`src/rtl/uart_cmd_pkg.sv`:
```
// uart_cmd_pkg: shared constants, command table and state encodings for the UART command decoder.
package uart_cmd_pkg;
   localparam logic [7:0] SYNC_BYTE = 8'h55;
   localparam logic [7:0] CMD_MODE  = 8'h01;
   localparam logic [7:0] CMD_WWL   = 8'h02;
   localparam logic [7:0] CMD_WBL   = 8'h03;
   localparam logic [7:0] CMD_RWL   = 8'h04;
   localparam logic [7:0] CMD_START = 8'h05;
   localparam logic [7:0] LEN_MODE  = 8'd1;
   localparam logic [7:0] LEN_WWL   = 8'd1;
   localparam logic [7:0] LEN_WBL   = 8'd9;
   localparam logic [7:0] LEN_RWL   = 8'd2;
   localparam logic [7:0] LEN_START = 8'd0;

   typedef enum logic [1:0] {ERR_NONE = 2'b00, ERR_CHK = 2'b01, ERR_CMD = 2'b10, ERR_TMO = 2'b11} err_e;
   typedef enum logic [2:0] {S_SYNC, S_CMD, S_LEN, S_PAY, S_CHK, S_EXEC} state_e;
   typedef enum logic [1:0] {RX_IDLE, RX_START, RX_DATA, RX_STOP} rx_state_e;

   function automatic logic len_ok(input logic [7:0] cmd, input logic [7:0] len);
      return (cmd == CMD_MODE  && len == LEN_MODE)  ||
             (cmd == CMD_WWL   && len == LEN_WWL)   ||
             (cmd == CMD_WBL   && len == LEN_WBL)   ||
             (cmd == CMD_RWL   && len == LEN_RWL)   ||
             (cmd == CMD_START && len == LEN_START);
   endfunction
endpackage

```
`src/rtl/uart_recv.sv`:
```
// uart_recv: 8N1 byte receiver with 2-FF synchroniser, mid-bit sampling and glitch rejection on the start bit.
module uart_recv
   import uart_cmd_pkg::*;
#(
   parameter int BAUD_DIV = 868
) (
   input  logic       clk_100m,
   input  logic       rst_n,
   input  logic       uart_rxd,
   output logic [7:0] rx_byte,
   output logic       rx_valid,
   output logic       rx_ferr
);
   localparam int CW = $clog2(BAUD_DIV);

   rx_state_e st_q, st_d;
   logic [CW-1:0] cnt_q, cnt_d;
   logic [2:0] bit_q, bit_d;
   logic [7:0] sh_q, sh_d;
   logic valid_q, valid_d, ferr_q, ferr_d;
   // [1:0] synchronise the line, [2] is the previous synchronised sample for edge detection
   logic [2:0] sync_q;
   logic rxd, fell;

   assign rxd = sync_q[1];
   assign fell = sync_q[2] & ~sync_q[1];
   assign rx_byte = sh_q;
   assign rx_valid = valid_q;
   assign rx_ferr = ferr_q;

   always_comb begin
      st_d = st_q;
      cnt_d = cnt_q + 1'b1;
      bit_d = bit_q;
      sh_d = sh_q;
      valid_d = 1'b0;
      ferr_d = 1'b0;
      case (st_q)
         RX_IDLE: begin
            cnt_d = '0;
            st_d = fell ? RX_START : RX_IDLE;
         end
         RX_START: if (cnt_q == CW'(BAUD_DIV / 2 - 1)) begin
            cnt_d = '0;
            bit_d = '0;
            st_d = rxd ? RX_IDLE : RX_DATA;
         end
         RX_DATA: if (cnt_q == CW'(BAUD_DIV - 1)) begin
            cnt_d = '0;
            sh_d = {rxd, sh_q[7:1]};
            bit_d = bit_q + 1'b1;
            st_d = (bit_q == 3'd7) ? RX_STOP : RX_DATA;
         end
         default: if (cnt_q == CW'(BAUD_DIV - 1)) begin
            st_d = RX_IDLE;
            valid_d = rxd;
            ferr_d = ~rxd;
         end
      endcase
   end

   always_ff @(posedge clk_100m or negedge rst_n) begin
      if (!rst_n) begin
         sync_q <= 3'b111;
         st_q <= RX_IDLE;
         cnt_q <= '0;
         bit_q <= '0;
         sh_q <= '0;
         valid_q <= 1'b0;
         ferr_q <= 1'b0;
      end else begin
         sync_q <= {sync_q[1:0], uart_rxd};
         st_q <= st_d;
         cnt_q <= cnt_d;
         bit_q <= bit_d;
         sh_q <= sh_d;
         valid_q <= valid_d;
         ferr_q <= ferr_d;
      end
   end
endmodule

```
`src/rtl/uart_cmd_decoder.sv`:
```
// uart_cmd_decoder: parses checksummed 0x55 command frames from the host UART and drives
// the DRAM core configuration, WBL/RWL write strobes and the IO_EN start pulse.
module uart_cmd_decoder
   import uart_cmd_pkg::*;
#(
   parameter int CLK_FREQ    = 100_000_000,
   parameter int BAUD        = 115200,
   parameter int TIMEOUT_CYC = 1_000_000
) (
   input  logic        clk_100m,
   input  logic        rst_n,
   input  logic        uart_rxd,
   output logic [1:0]  cfg_io_model,
   output logic [1:0]  cfg_cim_model,
   output logic        cfg_demux_add_3,
   output logic [5:0]  cfg_wwl_add,
   output logic        wbl_we,
   output logic [3:0]  wbl_core,
   output logic [63:0] wbl_data,
   output logic        rwl_we,
   output logic [3:0]  rwl_core,
   output logic [5:0]  rwl_add,
   output logic [1:0]  demux_add,
   output logic        io_en,
   output logic        frame_ok,
   output logic        frame_err,
   output logic [1:0]  err_code
);
   localparam int TW = $clog2(TIMEOUT_CYC + 1);

   logic [7:0] rx_byte;
   logic rx_valid, rx_ferr;

   uart_recv #(.BAUD_DIV(CLK_FREQ / BAUD)) u_recv (
      .clk_100m(clk_100m),
      .rst_n(rst_n),
      .uart_rxd(uart_rxd),
      .rx_byte(rx_byte),
      .rx_valid(rx_valid),
      .rx_ferr(rx_ferr)
   );

   state_e st_q, st_d;
   err_e err_q, err_d;
   logic [7:0] cmd_q, cmd_d, cnt_q, cnt_d, chk_q, chk_d;
   logic bad_q, bad_d;
   logic [71:0] buf_q, buf_d;
   logic [TW-1:0] idle_q, idle_d;
   logic [1:0] io_q, io_d, cim_q, cim_d, dm_q, dm_d;
   logic d3_q, d3_d;
   logic [5:0] wwl_q, wwl_d, ra_q, ra_d;
   logic [3:0] wc_q, wc_d, rc_q, rc_d;
   logic [63:0] wd_q, wd_d;
   logic wbl_we_q, wbl_we_d, rwl_we_q, rwl_we_d, io_en_q, io_en_d, ok_q, ok_d, fe_q, fe_d;
   logic core_bad, abort;

   // the core index is the first payload byte, which sits at a different buffer offset per command
   assign core_bad = (cmd_q == CMD_WBL && buf_q[71:68] != 4'd0) || (cmd_q == CMD_RWL && buf_q[15:12] != 4'd0);
   assign abort = st_q != S_SYNC && st_q != S_EXEC && (rx_ferr || idle_q == TW'(TIMEOUT_CYC - 1));

   assign cfg_io_model = io_q;
   assign cfg_cim_model = cim_q;
   assign cfg_demux_add_3 = d3_q;
   assign cfg_wwl_add = wwl_q;
   assign wbl_we = wbl_we_q;
   assign wbl_core = wc_q;
   assign wbl_data = wd_q;
   assign rwl_we = rwl_we_q;
   assign rwl_core = rc_q;
   assign rwl_add = ra_q;
   assign demux_add = dm_q;
   assign io_en = io_en_q;
   assign frame_ok = ok_q;
   assign frame_err = fe_q;
   assign err_code = err_q;

   always_comb begin
      st_d = st_q;
      err_d = err_q;
      cmd_d = cmd_q;
      cnt_d = cnt_q;
      chk_d = chk_q;
      bad_d = bad_q;
      buf_d = buf_q;
      idle_d = (st_q == S_SYNC || rx_valid) ? '0 : idle_q + 1'b1;
      io_d = io_q;
      cim_d = cim_q;
      d3_d = d3_q;
      wwl_d = wwl_q;
      wc_d = wc_q;
      wd_d = wd_q;
      rc_d = rc_q;
      ra_d = ra_q;
      dm_d = dm_q;
      wbl_we_d = 1'b0;
      rwl_we_d = 1'b0;
      io_en_d = 1'b0;
      ok_d = 1'b0;
      fe_d = 1'b0;
      if (abort) begin
         st_d = S_SYNC;
         fe_d = 1'b1;
         err_d = ERR_TMO;
      end else begin
         case (st_q)
            S_SYNC: st_d = (rx_valid && rx_byte == SYNC_BYTE) ? S_CMD : S_SYNC;
            S_CMD: if (rx_valid) begin
               cmd_d = rx_byte;
               st_d = S_LEN;
            end
            S_LEN: if (rx_valid) begin
               bad_d = ~len_ok(cmd_q, rx_byte);
               cnt_d = rx_byte;
               chk_d = cmd_q ^ rx_byte;
               st_d = (rx_byte == 8'd0) ? S_CHK : S_PAY;
            end
            S_PAY: if (rx_valid) begin
               buf_d = {buf_q[63:0], rx_byte};
               chk_d = chk_q ^ rx_byte;
               cnt_d = cnt_q - 1'b1;
               st_d = (cnt_q == 8'd1) ? S_CHK : S_PAY;
            end
            S_CHK: if (rx_valid) begin
               if (bad_q || rx_byte != chk_q || core_bad) begin
                  st_d = S_SYNC;
                  fe_d = 1'b1;
                  err_d = (bad_q || rx_byte == chk_q) ? ERR_CMD : ERR_CHK;
               end else begin
                  st_d = S_EXEC;
                  ok_d = 1'b1;
                  case (cmd_q)
                     CMD_MODE: begin
                        io_d = buf_q[1:0];
                        cim_d = buf_q[3:2];
                        d3_d = buf_q[4];
                     end
                     CMD_WWL: wwl_d = buf_q[5:0];
                     CMD_WBL: begin
                        wbl_we_d = 1'b1;
                        wc_d = buf_q[67:64];
                        wd_d = buf_q[63:0];
                     end
                     CMD_RWL: begin
                        rwl_we_d = 1'b1;
                        rc_d = buf_q[11:8];
                        ra_d = buf_q[5:0];
                        dm_d = buf_q[7:6];
                     end
                     default: io_en_d = 1'b1;
                  endcase
               end
            end
            default: st_d = S_SYNC;
         endcase
      end
   end

   always_ff @(posedge clk_100m or negedge rst_n) begin
      if (!rst_n) begin
         st_q <= S_SYNC;
         err_q <= ERR_NONE;
         cmd_q <= '0;
         cnt_q <= '0;
         chk_q <= '0;
         bad_q <= 1'b0;
         buf_q <= '0;
         idle_q <= '0;
         io_q <= 2'b00;
         cim_q <= 2'b10;
         d3_q <= 1'b0;
         wwl_q <= '0;
         wc_q <= '0;
         wd_q <= '0;
         rc_q <= '0;
         ra_q <= '0;
         dm_q <= '0;
         wbl_we_q <= 1'b0;
         rwl_we_q <= 1'b0;
         io_en_q <= 1'b0;
         ok_q <= 1'b0;
         fe_q <= 1'b0;
      end else begin
         st_q <= st_d;
         err_q <= err_d;
         cmd_q <= cmd_d;
         cnt_q <= cnt_d;
         chk_q <= chk_d;
         bad_q <= bad_d;
         buf_q <= buf_d;
         idle_q <= idle_d;
         io_q <= io_d;
         cim_q <= cim_d;
         d3_q <= d3_d;
         wwl_q <= wwl_d;
         wc_q <= wc_d;
         wd_q <= wd_d;
         rc_q <= rc_d;
         ra_q <= ra_d;
         dm_q <= dm_d;
         wbl_we_q <= wbl_we_d;
         rwl_we_q <= rwl_we_d;
         io_en_q <= io_en_d;
         ok_q <= ok_d;
         fe_q <= fe_d;
      end
   end
endmodule

```
`config.mk`:
```
export PLATFORM = sky130hd
export DESIGN_NAME = uart_cmd_decoder
export DESIGN_NICKNAME = d
export VERILOG_FILES = /design/src/rtl/uart_cmd_pkg.sv /design/src/rtl/uart_recv.sv /design/src/rtl/uart_cmd_decoder.sv
export SDC_FILE = /design/constraint.sdc
export NUM_CORES = 1
export LEC_CHECK = 0
export ABC_AREA = 1
export CAP_MARGIN = 40
export CORE_MARGIN = 3
export CORE_UTILIZATION = 45
export DETAILED_ROUTE_END_ITERATION = 7
export PLACE_DENSITY = 0.63
export SLEW_MARGIN = 20
export SYNTH_ARGS = -nofsm -noshare
export SYNTH_HDL_FRONTEND = slang
export SYNTH_SLANG_ARGS = --single-unit
```
`constraint.sdc`:
```
create_clock -name clk_100m -period 5.1 [get_ports clk_100m]
set_clock_uncertainty 0.2 [all_clocks]
set_input_delay 1.02 -clock clk_100m [delete_from_list [all_inputs] [get_ports clk_100m]]
set_output_delay 1.02 -clock clk_100m [all_outputs]
set_load 0.005 [all_outputs]
```
==> flow_summary.json, run 1 <==
{
  "cap_violations": 0,
  "path_class": "reg2reg",
  "hold_path_class": "reg2reg",
  "syn_nets": 1285,
  "wirelength_um": 25400,
  "wl_per_cell_um": 14.9,
  "first_iter_violations": 453,
  "max_freq_mhz": 335,
  "final_area_um2": 13000,
  "avgSynthCellArea_um2": 8.45,
  "via_per_inst": 5.05,
  "cp.arrival_ns": 3.18,
  "period_needed_ns": 2.98,
  "cts_setup_buffers": 0,
  "setup_violations": 0,
  "drcViolationCount": 0,
  "min_path_cells": 0,
  "hold_buffers": 0,
  "track_usage_pct": 19.9,
  "gp_congestion": 0.850,
  "design.portCount": 101,
  "die-area_um2": 25800,
  "cts_made_buffers": 27,
  "layout_common_cells": "nand2_1, dfrtp_1, nand3_1, nor2_1",
  "place_area_um2": 12000,
  "reg2reg_depth": 10,
  "antenna_found_initial": 0,
  "yosysSeqAreaShare_pct": 57.2,
  "rows": 55,
  "cp.required_ns": 5.30,
  "start_kind": "flop",
  "cts_resized": 0,
  "ys_warn_count": 0,
  "ant_nets": 0,
  "cp_max_fo": 44,
  "finalSetupTns_ns": 0,
  "drive_gt1_share_pct": 5.99,
  "tightest_slew_ns": 0.750,
  "syn_area_um2": 10800,
  "synth_edf_count": 0,
  "core_area_um2": 23100,
  "dieHeight_um": 161,
  "ctsLongestPathBuffers": 3,
  "clk_latency_ns": 0.53,
  "max-vdd-ir-drop_v": 0.000216,
  "diodes": 0,
  "grt_pass1_vias": 8105,
  "top_layer_used": "met4",
  "rrSetupSlack_ns": 2.12,
  "dp_hpwl_um": 17600,
  "pre_cts_ws_ns": 2.10,
  "grt_max_degree": 99,
  "clk_pin_slew_ns": 0.06,
  "period_share_pct": 58.5,
  "fillers": 2114,
  "rsz0062_at_grt": "no",
  "hold_viol": 0,
  "route.met2.wl_um": 11400,
  "num_vias": 8568,
  "grt_pass1_wl_um": 42800,
  "whs_endpoint": "u_recv.sync_q[1]",
  "areaGrowthSynthToFinish_pct": 20.7,
  "fin_cells": 1698,
  "fin_ws_ns": 2.12,
  "rr_startpoint": "idle_q[0]",
  "ys.flop_type": "dfrtp_1",
  "syn_inst": 1275,
  "crit_path_end_kind": "flop",
  "slew_headroom_pct": 49.8,
  "layout_commonest_cell": "nand2_1",
  "synth.distinct_cells": 34,
  "die-width_um": 161,
  "htreeDepth": 1,
  "tritoncts": "done",
  "grt_overflow": 0,
  "layout.nets": 1375,
  "async_flop_share_pct": 100,
  "p_total_mw": 4.16,
  "initial_core_util_pct": 46.7,
  "leakage_nw": 6.48,
  "root_buffer": "clkbuf_16",
  "dr.pass1.iters": 6,
  "powerDensity_nw_per_um2": 320,
  "numClockSinks": 246,
  "dp.cells": 1649,
  "status": "complete, no violations",
  "wl_met1_um": 12300,
  "reg2reg_to": "wbl_data[12]",
  "io_buffers": 100,
  "min_from": "u_recv.sync_q[0]",
  "slew_viol_final": 0,
  "routed-wl-met3_um": 1170,
  "ys_ff_latch": 246
}
logic make-up after synthesis:
kind of cell	share of synthesized area [%]
compound gates	8.12
xor+xnor	1.14
fa+ha+maj	0.813
simple gates	26.0
buf+inv	6.75
flops	57.2
layout make-up:
| cell class | instances | area (µm²) | area share, % |
|---|---|---|---|
| tap | 313 | 392 | 3.01 |
| inverter | 114 | 428 | 3.29 |
| clock inverter | 13 | 185 | 1.42 |
| sequential | 246 | 6160 | 47.4 |
| clock buffer | 36 | 779 | 5.99 |
| timing repair buffer | 114 | 1150 | 8.86 |
| multi-input combinational | 862 | 3910 | 30.1 |
Yosys cell counts, types with 3 or more instances:
cell type	number	area share, %
a21oi_1	50	2.3
clkbuf_1	23	0.80
nor4_1	3	0.17
dfstp_2	4	0.98
xnor2_1	3	0.24
inv_1	109	3.8
nand4_1	11	0.64
ha_1	7	0.81
nand3_2	3	0.28
nor3_1	16	0.74
buf_6	9	0.94
o21ai_0	109	5.1
nand2_1	379	13
buf_2	17	0.79
buf_4	3	0.21
inv_2	5	0.17
nand3_1	137	6.4
nor2_1	114	4.0
xor2_1	11	0.89
dfrtp_1	242	56
worst max path at each step:
| stage | startpoint | end | slack, ns | cells past startpoint |
|---|---|---|---|---|
| floorplan | idle_q[0] | wbl_data[26] | 3.02 | 11 |
| global placement | idle_q[0] | wbl_data[20] | 2.11 | 11 |
| detailed placement | idle_q[0] | wbl_data[12] | 2.10 | 10 |
| CTS | idle_q[0] | wbl_data[12] | 2.09 | 10 |
| global route | idle_q[0] | wbl_data[27] | 1.88 | 10 |
| finish | idle_q[0] | wbl_data[12] | 2.12 | 10 |
power by group:
group / internal, mW / switching, mW
clock network: 1.28 / 0.778
logic: 0.0306 / 0.0815
registers: 1.98 / 0.0194
through the flow:
stage | hold slack (ns) | util (%)
2_1_floorplan | 0.145 | -
3_3_place_gp | 0.158 | 52.0
3_5_place_dp | 0.163 | 52.2
4_1_cts | 0.172 | 56.4
5_1_grt | 0.176 | 56.4
6_report | 0.173 | 56.4
per-layer routing:
layer | vias up | track usage (%)
met5 | - | 0
met4 | 0 | 4.34
met3 | 37 | 3.04
met2 | 189 | 30.7
met1 | 4056 | 30.0
li1 | 4286 | -
flip-flops by register name (all words and copies together) (netlist names), 2 cells and up:
signal          count
demux_add           2
buf_q              72
cmd_q               8
cnt_q               8
err_code            2
rwl_add             6
u_recv.st_q         2
u_recv.cnt_q       10
cfg_cim_model       2
u_recv.bit_q        3
chk_q               8
u_recv.sync_q       3
u_recv.rx_byte      8
wbl_core            4
cfg_io_model        2
rwl_core            4
wbl_data           64
idle_q             20
st_q                3
cfg_wwl_add         6
worst max-delay path, stage by stage (launching register included):
cell and delay [ns]:
dfrtp_1 0.39, ha_1 0.23, nand3_1 0.15, nor2_1 0.08, nand3_1 0.08, nand2_1 0.11, a21oi_1 0.38, nand3_2 0.54
buf_4 0.49, nand2_1 0.12, nand2_1 0.06
No activity file was read; power rests on OpenSTA's default activity.
==> run 2, diff against run 1 <==
--- a/config.mk
+++ b/config.mk
@@ -10,7 +10,7 @@
 export CORE_MARGIN = 3
 export CORE_UTILIZATION = 45
 export DETAILED_ROUTE_END_ITERATION = 7
-export PLACE_DENSITY = 0.63
+export PLACE_DENSITY = 0.66
 export SLEW_MARGIN = 20
 export SYNTH_ARGS = -nofsm -noshare
 export SYNTH_HDL_FRONTEND = slang
==> constraint.sdc (replaced) <==
create_clock -name clk_100m -period 2.45 [get_ports clk_100m]
set_clock_uncertainty 0.2 [all_clocks]
set_input_delay 0.49 -clock clk_100m [delete_from_list [all_inputs] [get_ports clk_100m]]
set_output_delay 0.49 -clock clk_100m [all_outputs]
set_load 0.005 [all_outputs]
==> flow_summary.json, run 2 (synthesis gave the netlist of run 1 again) <==
{
  "dp_hpwl_um": 17800,
  "clockPowerShare_pct": 46.6,
  "initial_core_util_pct": 46.7,
  "areaGrowthSynthToFinish_pct": 21.8,
  "track_usage_pct": 19.9,
  "clk_latency_ns": 0.52,
  "place_area_um2": 12200,
  "rrSetupSlack_ns": 0.16,
  "min_path_cells": 0,
  "power_frac_comb_pct": 3.0,
  "period_share_pct": 93.3,
  "cp_max_fo": 13,
  "io_buffers": 100,
  "status": "complete, no violations",
  "cap_violations": 0,
  "fillers": 2085,
  "max_stage_delay_ns": 0.39,
  "finalSetupTns_ns": 0,
  "layout_common_cells": "nand2_1, dfrtp_1, nand3_1, nor2_1",
  "dr.pass1.iters": 5,
  "crit_path_end_kind": "flop",
  "reg2reg_to": "rwl_core[3]",
  "leakage_nw": 6.55,
  "layout_commonest_cell": "nand2_1",
  "final_area_um2": 13100,
  "netSwitchingFraction_pct": 21.6,
  "hold_viol": 0,
  "path_class": "reg2reg",
  "min_from": "u_recv.sync_q[0]",
  "tightest_slew_ns": 0.492,
  "power.internal_mw": 6.46,
  "setup_violations": 0,
  "htreeDepth": 1,
  "die-area_um2": 25800,
  "dieHeight_um": 161,
  "first_iter_violations": 552,
  "utilization_pct": 57.0,
  "whs_endpoint": "u_recv.sync_q[1]",
  "largest_register_ff_count": 72,
  "num_vias": 8702,
  "wl_per_cell_um": 15.1,
  "fin_ws_ns": 0.165,
  "rr_startpoint": "idle_q[0]",
  "wirelength_um": 25900,
  "layout.nets": 1397,
  "slew_viol_final": 0,
  "antenna_found_initial": 0,
  "p_seq_share_pct": 50.4,
  "reg2reg_depth": 11,
  "cp.arrival_ns": 2.50,
  "grt_pass1_wl_um": 43100,
  "grt_max_degree": 60,
  "root_buffer": "clkbuf_16",
  "start_kind": "flop",
  "gp_congestion": 0.892,
  "via_per_inst": 5.07,
  "powerDensity_nw_per_um2": 628,
  "ctsLongestPathBuffers": 3,
  "grt_overflow": 0,
  "path_cells": "ha_1, nand3_1, nor2_2, nand3_1, nand2_1, a21oi_1, buf_4, nand3_1, buf_4, nand2_1, nand2_1",
  "drive_gt1_share_pct": 6.78,
  "clk_pin_slew_ns": 0.06,
  "core_area_um2": 23100,
  "die-width_um": 161,
  "period_needed_ns": 2.29,
  "slew_headroom_pct": 67.2,
  "cp.required_ns": 2.66,
  "grt_pass1_vias": 8454,
  "ant_nets": 0,
  "p_switching_mw": 1.78,
  "design.portCount": 101,
  "drcViolationCount": 0,
  "numClockSinks": 246,
  "rows": 55,
  "tritoncts": "done",
  "rsz0062_at_grt": "no",
  "regMostFlops": "buf_q",
  "crit_path_top_delay_cell": "dfrtp_1",
  "hold_path_class": "reg2reg",
  "max_freq_mhz": 438,
  "diodes": 0,
  "cts_made_buffers": 26,
  "hold_slack_ns": 0.158,
  "max-vdd-ir-drop_v": 0.000444,
  "pre_cts_ws_ns": 0.135
}
[run 2: cell count changes in the layout (fill, tap and decap cells not counted), sizes merged]
cell         change
inv              -1
clkinvlp         -1
bufinv           -2
clkbuf           +1
clkinv           -2
dlygate4sd3      +1
buf             +21
[run 2: worst max path at each step]
stage,startpoint,end,slack [ns],cells after the start
after CTS,idle_q[0],wbl_data[29],0.10,10
after global routing,idle_q[0],demux_add[1],0.01,11
after detailed placement,idle_q[0],wbl_data[6],0.13,10
after floorplan,idle_q[0],wbl_data[26],0.37,11
after global placement,idle_q[0],buf_q[42],0.26,10
final,idle_q[0],rwl_core[3],0.16,11
[run 2: critical path: cells and delay by family (launching register included)]
kind / cells / cell delay (ns)
adders and majority gates: 1 / 0.23
and+or+nand+nor: 7 / 0.69
DFF: 1 / 0.39
buffers and inverters: 2 / 0.39
AOI/OAI and AO/OA: 1 / 0.28
[run 2: power by group through the flow]
stage	Sequential (mW)	Combinational, mW	Clock, mW
finish	4.15	0.248	3.84
global route	4.15	0.292	4.09
CTS	4.15	0.257	3.92
detailed placement	4.23	0.256	0
global placement	4.23	0.250	0
floorplan	4.22	0.121	0
[run 2: layer usage]
layer	share of wire (%)	wire, µm	track usage, %	up-vias
li1	-	-	-	4308
met1	46	11800	28.6	4178
met2	48	12300	32.5	178
met3	4.3	1120	2.68	38
met4	2.4	614	4.69	0
met5	0	0	0	-
[run 2: per-stage QoR]
stage	power (mW)	instances
floorplan	4.34	1275
global placement	4.48	1667
detailed placement	4.48	1667
CTS	8.33	1711
global route	8.54	1715
finish	8.24	1715
[run 2: what timing repair did]
action / in CTS / in global routing
resized for setup: 0 / 3
setup endpoints to repair: 0 / 72
setup buffers: 0 / 3
endpoints found under the hold margin: 53 / 0
hold buffers: 1 / 0
[run 2: area by class of cell]
class	count	area, µm²	area share (%)
clock inverters	7	91.3	0.696
well taps	313	392	2.98
multi-input cells	862	3910	29.8
inverters	114	428	3.26
repair buffers	137	1420	10.8
clock buffers	36	729	5.56
flip-flops and latches	246	6160	46.9
==> run 3, diff against run 2 <==
--- a/config.mk
+++ b/config.mk
@@ -6,9 +6,10 @@
 export NUM_CORES = 1
 export LEC_CHECK = 0
 export ABC_AREA = 1
-export CAP_MARGIN = 40
+export CAP_MARGIN = 20
 export CORE_MARGIN = 3
 export CORE_UTILIZATION = 45
+export CTS_BUF_LIST = sky130_fd_sc_hd__clkbuf_2
 export DETAILED_ROUTE_END_ITERATION = 7
 export PLACE_DENSITY = 0.66
 export SLEW_MARGIN = 20
==> flow_summary.json, run 3 (synthesis gave the netlist of run 1 again) <==
{
  "status": "complete, no violations",
  "max-vdd-ir-drop_v": 0.000347,
  "wl_per_cell_um": 14.9,
  "layout_common_cells": "nand2_1, dfrtp_1, nand3_1, nor2_1",
  "cap_violations": 0,
  "first_iter_violations": 589,
  "max_freq_mhz": 424,
  "numClockSinks": 246,
  "period_needed_ns": 2.36,
  "grt_overflow": 0,
  "setup_violations": 0,
  "tritoncts": "done",
  "num_vias": 9079,
  "clk_latency_ns": 0.87,
  "dieHeight_um": 161,
  "path_class": "reg2out",
  "layout_commonest_cell": "nand2_1",
  "hold_path_class": "reg2reg",
  "rows": 55,
  "cts_made_buffers": 61,
  "seqCellArea_um2": 6160,
  "pre_cts_ws_ns": 0.135,
  "cp.arrival_ns": 1.67,
  "multi_input_area_um2": 3920,
  "core_area_um2": 23100,
  "initial_core_util_pct": 46.7,
  "grt_pass1_wl_um": 44100,
  "via_per_inst": 5.03,
  "place_area_um2": 12200,
  "final_area_um2": 13100,
  "tightest_slew_ns": 0.488,
  "path_cells": "clkdlybuf4s50_1",
  "slew_viol_final": 0,
  "die-area_um2": 25800,
  "root_buffer": "clkbuf_2",
  "path_buf_inv": 1,
  "ctsLongestPathBuffers": 3,
  "slew_headroom_pct": 67.5,
  "ant_nets": 0,
  "fin_cells": 1805,
  "gp_congestion": 0.892,
  "powerDensity_nw_per_um2": 525,
  "cp_max_fo": 1,
  "crit_path_top_delay_cell": "clkdlybuf4s50_1",
  "hold_viol": 0,
  "period_share_pct": 96.3,
  "path_depth": 1,
  "dp.cells": 1667,
  "crit_path_end_kind": "output port",
  "dp_hpwl_um": 17800,
  "drive_gt1_share_pct": 12.1,
  "largest_register_ff_count": 72,
  "design.portCount": 101,
  "reg2reg_depth": 12,
  "io_buffers": 100,
  "grt_max_degree": 60,
  "areaGrowthSynthToFinish_pct": 21.6,
  "min_path_cells": 0,
  "htreeDepth": 2,
  "cp_top_family": "buffers and inverters",
  "clk_pin_slew_ns": 0.10,
  "fin_ws_ns": 0.0898,
  "dr.pass1.iters": 5,
  "drcViolationCount": 0,
  "layout.nets": 1468,
  "grt_pass1_vias": 8824,
  "max_stage_delay_ns": 0.49,
  "track_usage_pct": 20.4,
  "start_kind": "flop",
  "cp.required_ns": 1.76,
  "finalSetupTns_ns": 0,
  "wirelength_um": 26900,
  "regMostFlops": "buf_q",
  "die-width_um": 161,
  "fillers": 2190,
  "antenna_found_initial": 1,
  "leakage_nw": 7.42
}
-- run 3: worst paths after layout --
check / to / slack (ns) / startpoint
min reg2reg: u_recv.sync_q[2] / 0.17 / u_recv.sync_q[1]
max: frame_err / 0.09 / frame_err
max reg2reg: wbl_data[27] / 0.19 / idle_q[0]
min: u_recv.sync_q[2] / 0.17 / u_recv.sync_q[1]
min in group asynchronous: cnt_q[4] / 0.50 / rst_n
max in group asynchronous: cfg_cim_model[1] / 0.75 / rst_n
-- run 3: report_power, final --
part	total, mW	leakage, nW	switching [mW]	internal, mW
clock network	2.49	0.358	1.61	0.881
logic	0.250	3.65	0.176	0.0736
registers	4.15	3.41	0.0396	4.11
total	6.89	7.42	1.83	5.06
-- run 3: cell type report --
type                            instances  share of cell area (%)
Sequential cell                       246                    47.0
Multi-Input combinational cell        862                    29.9
Timing Repair Buffer                  173                    13.2
Inverter                              114                    3.27
Clock buffer                           80                    3.06
Tap cell                              313                    2.99
Clock inverter                         16                   0.563
Antenna cell                            1                  0.0191
-- run 3: timing repair --
action	in CTS	in global routing
gates cloned	0	4
pin swaps	0	2
hold endpoints to repair	243	0
endpoints found under the setup margin	75	98
gates resized for setup	74	24
buffers inserted	21	13
hold buffers	3	0
-- run 3: metal layers --
layer  routed length [µm]  GRT usage, %  share of wire [%]
met1                12200          28.6                 45
met2                12900          32.9                 48
met3                 1340          3.59                5.0
met4                  408          5.83                1.5
met5                    0             0                  0
-- run 3: through the flow --
stage	total power, mW	hold slack, ns	util, %
6_report	6.89	0.166	56.8
3_3_place_gp	4.48	0.145	53.1
2_1_floorplan	4.34	-0.00559	-
5_1_grt	7.26	0.174	56.8
4_1_cts	6.98	0.169	55.6
3_5_place_dp	4.48	0.151	53.1
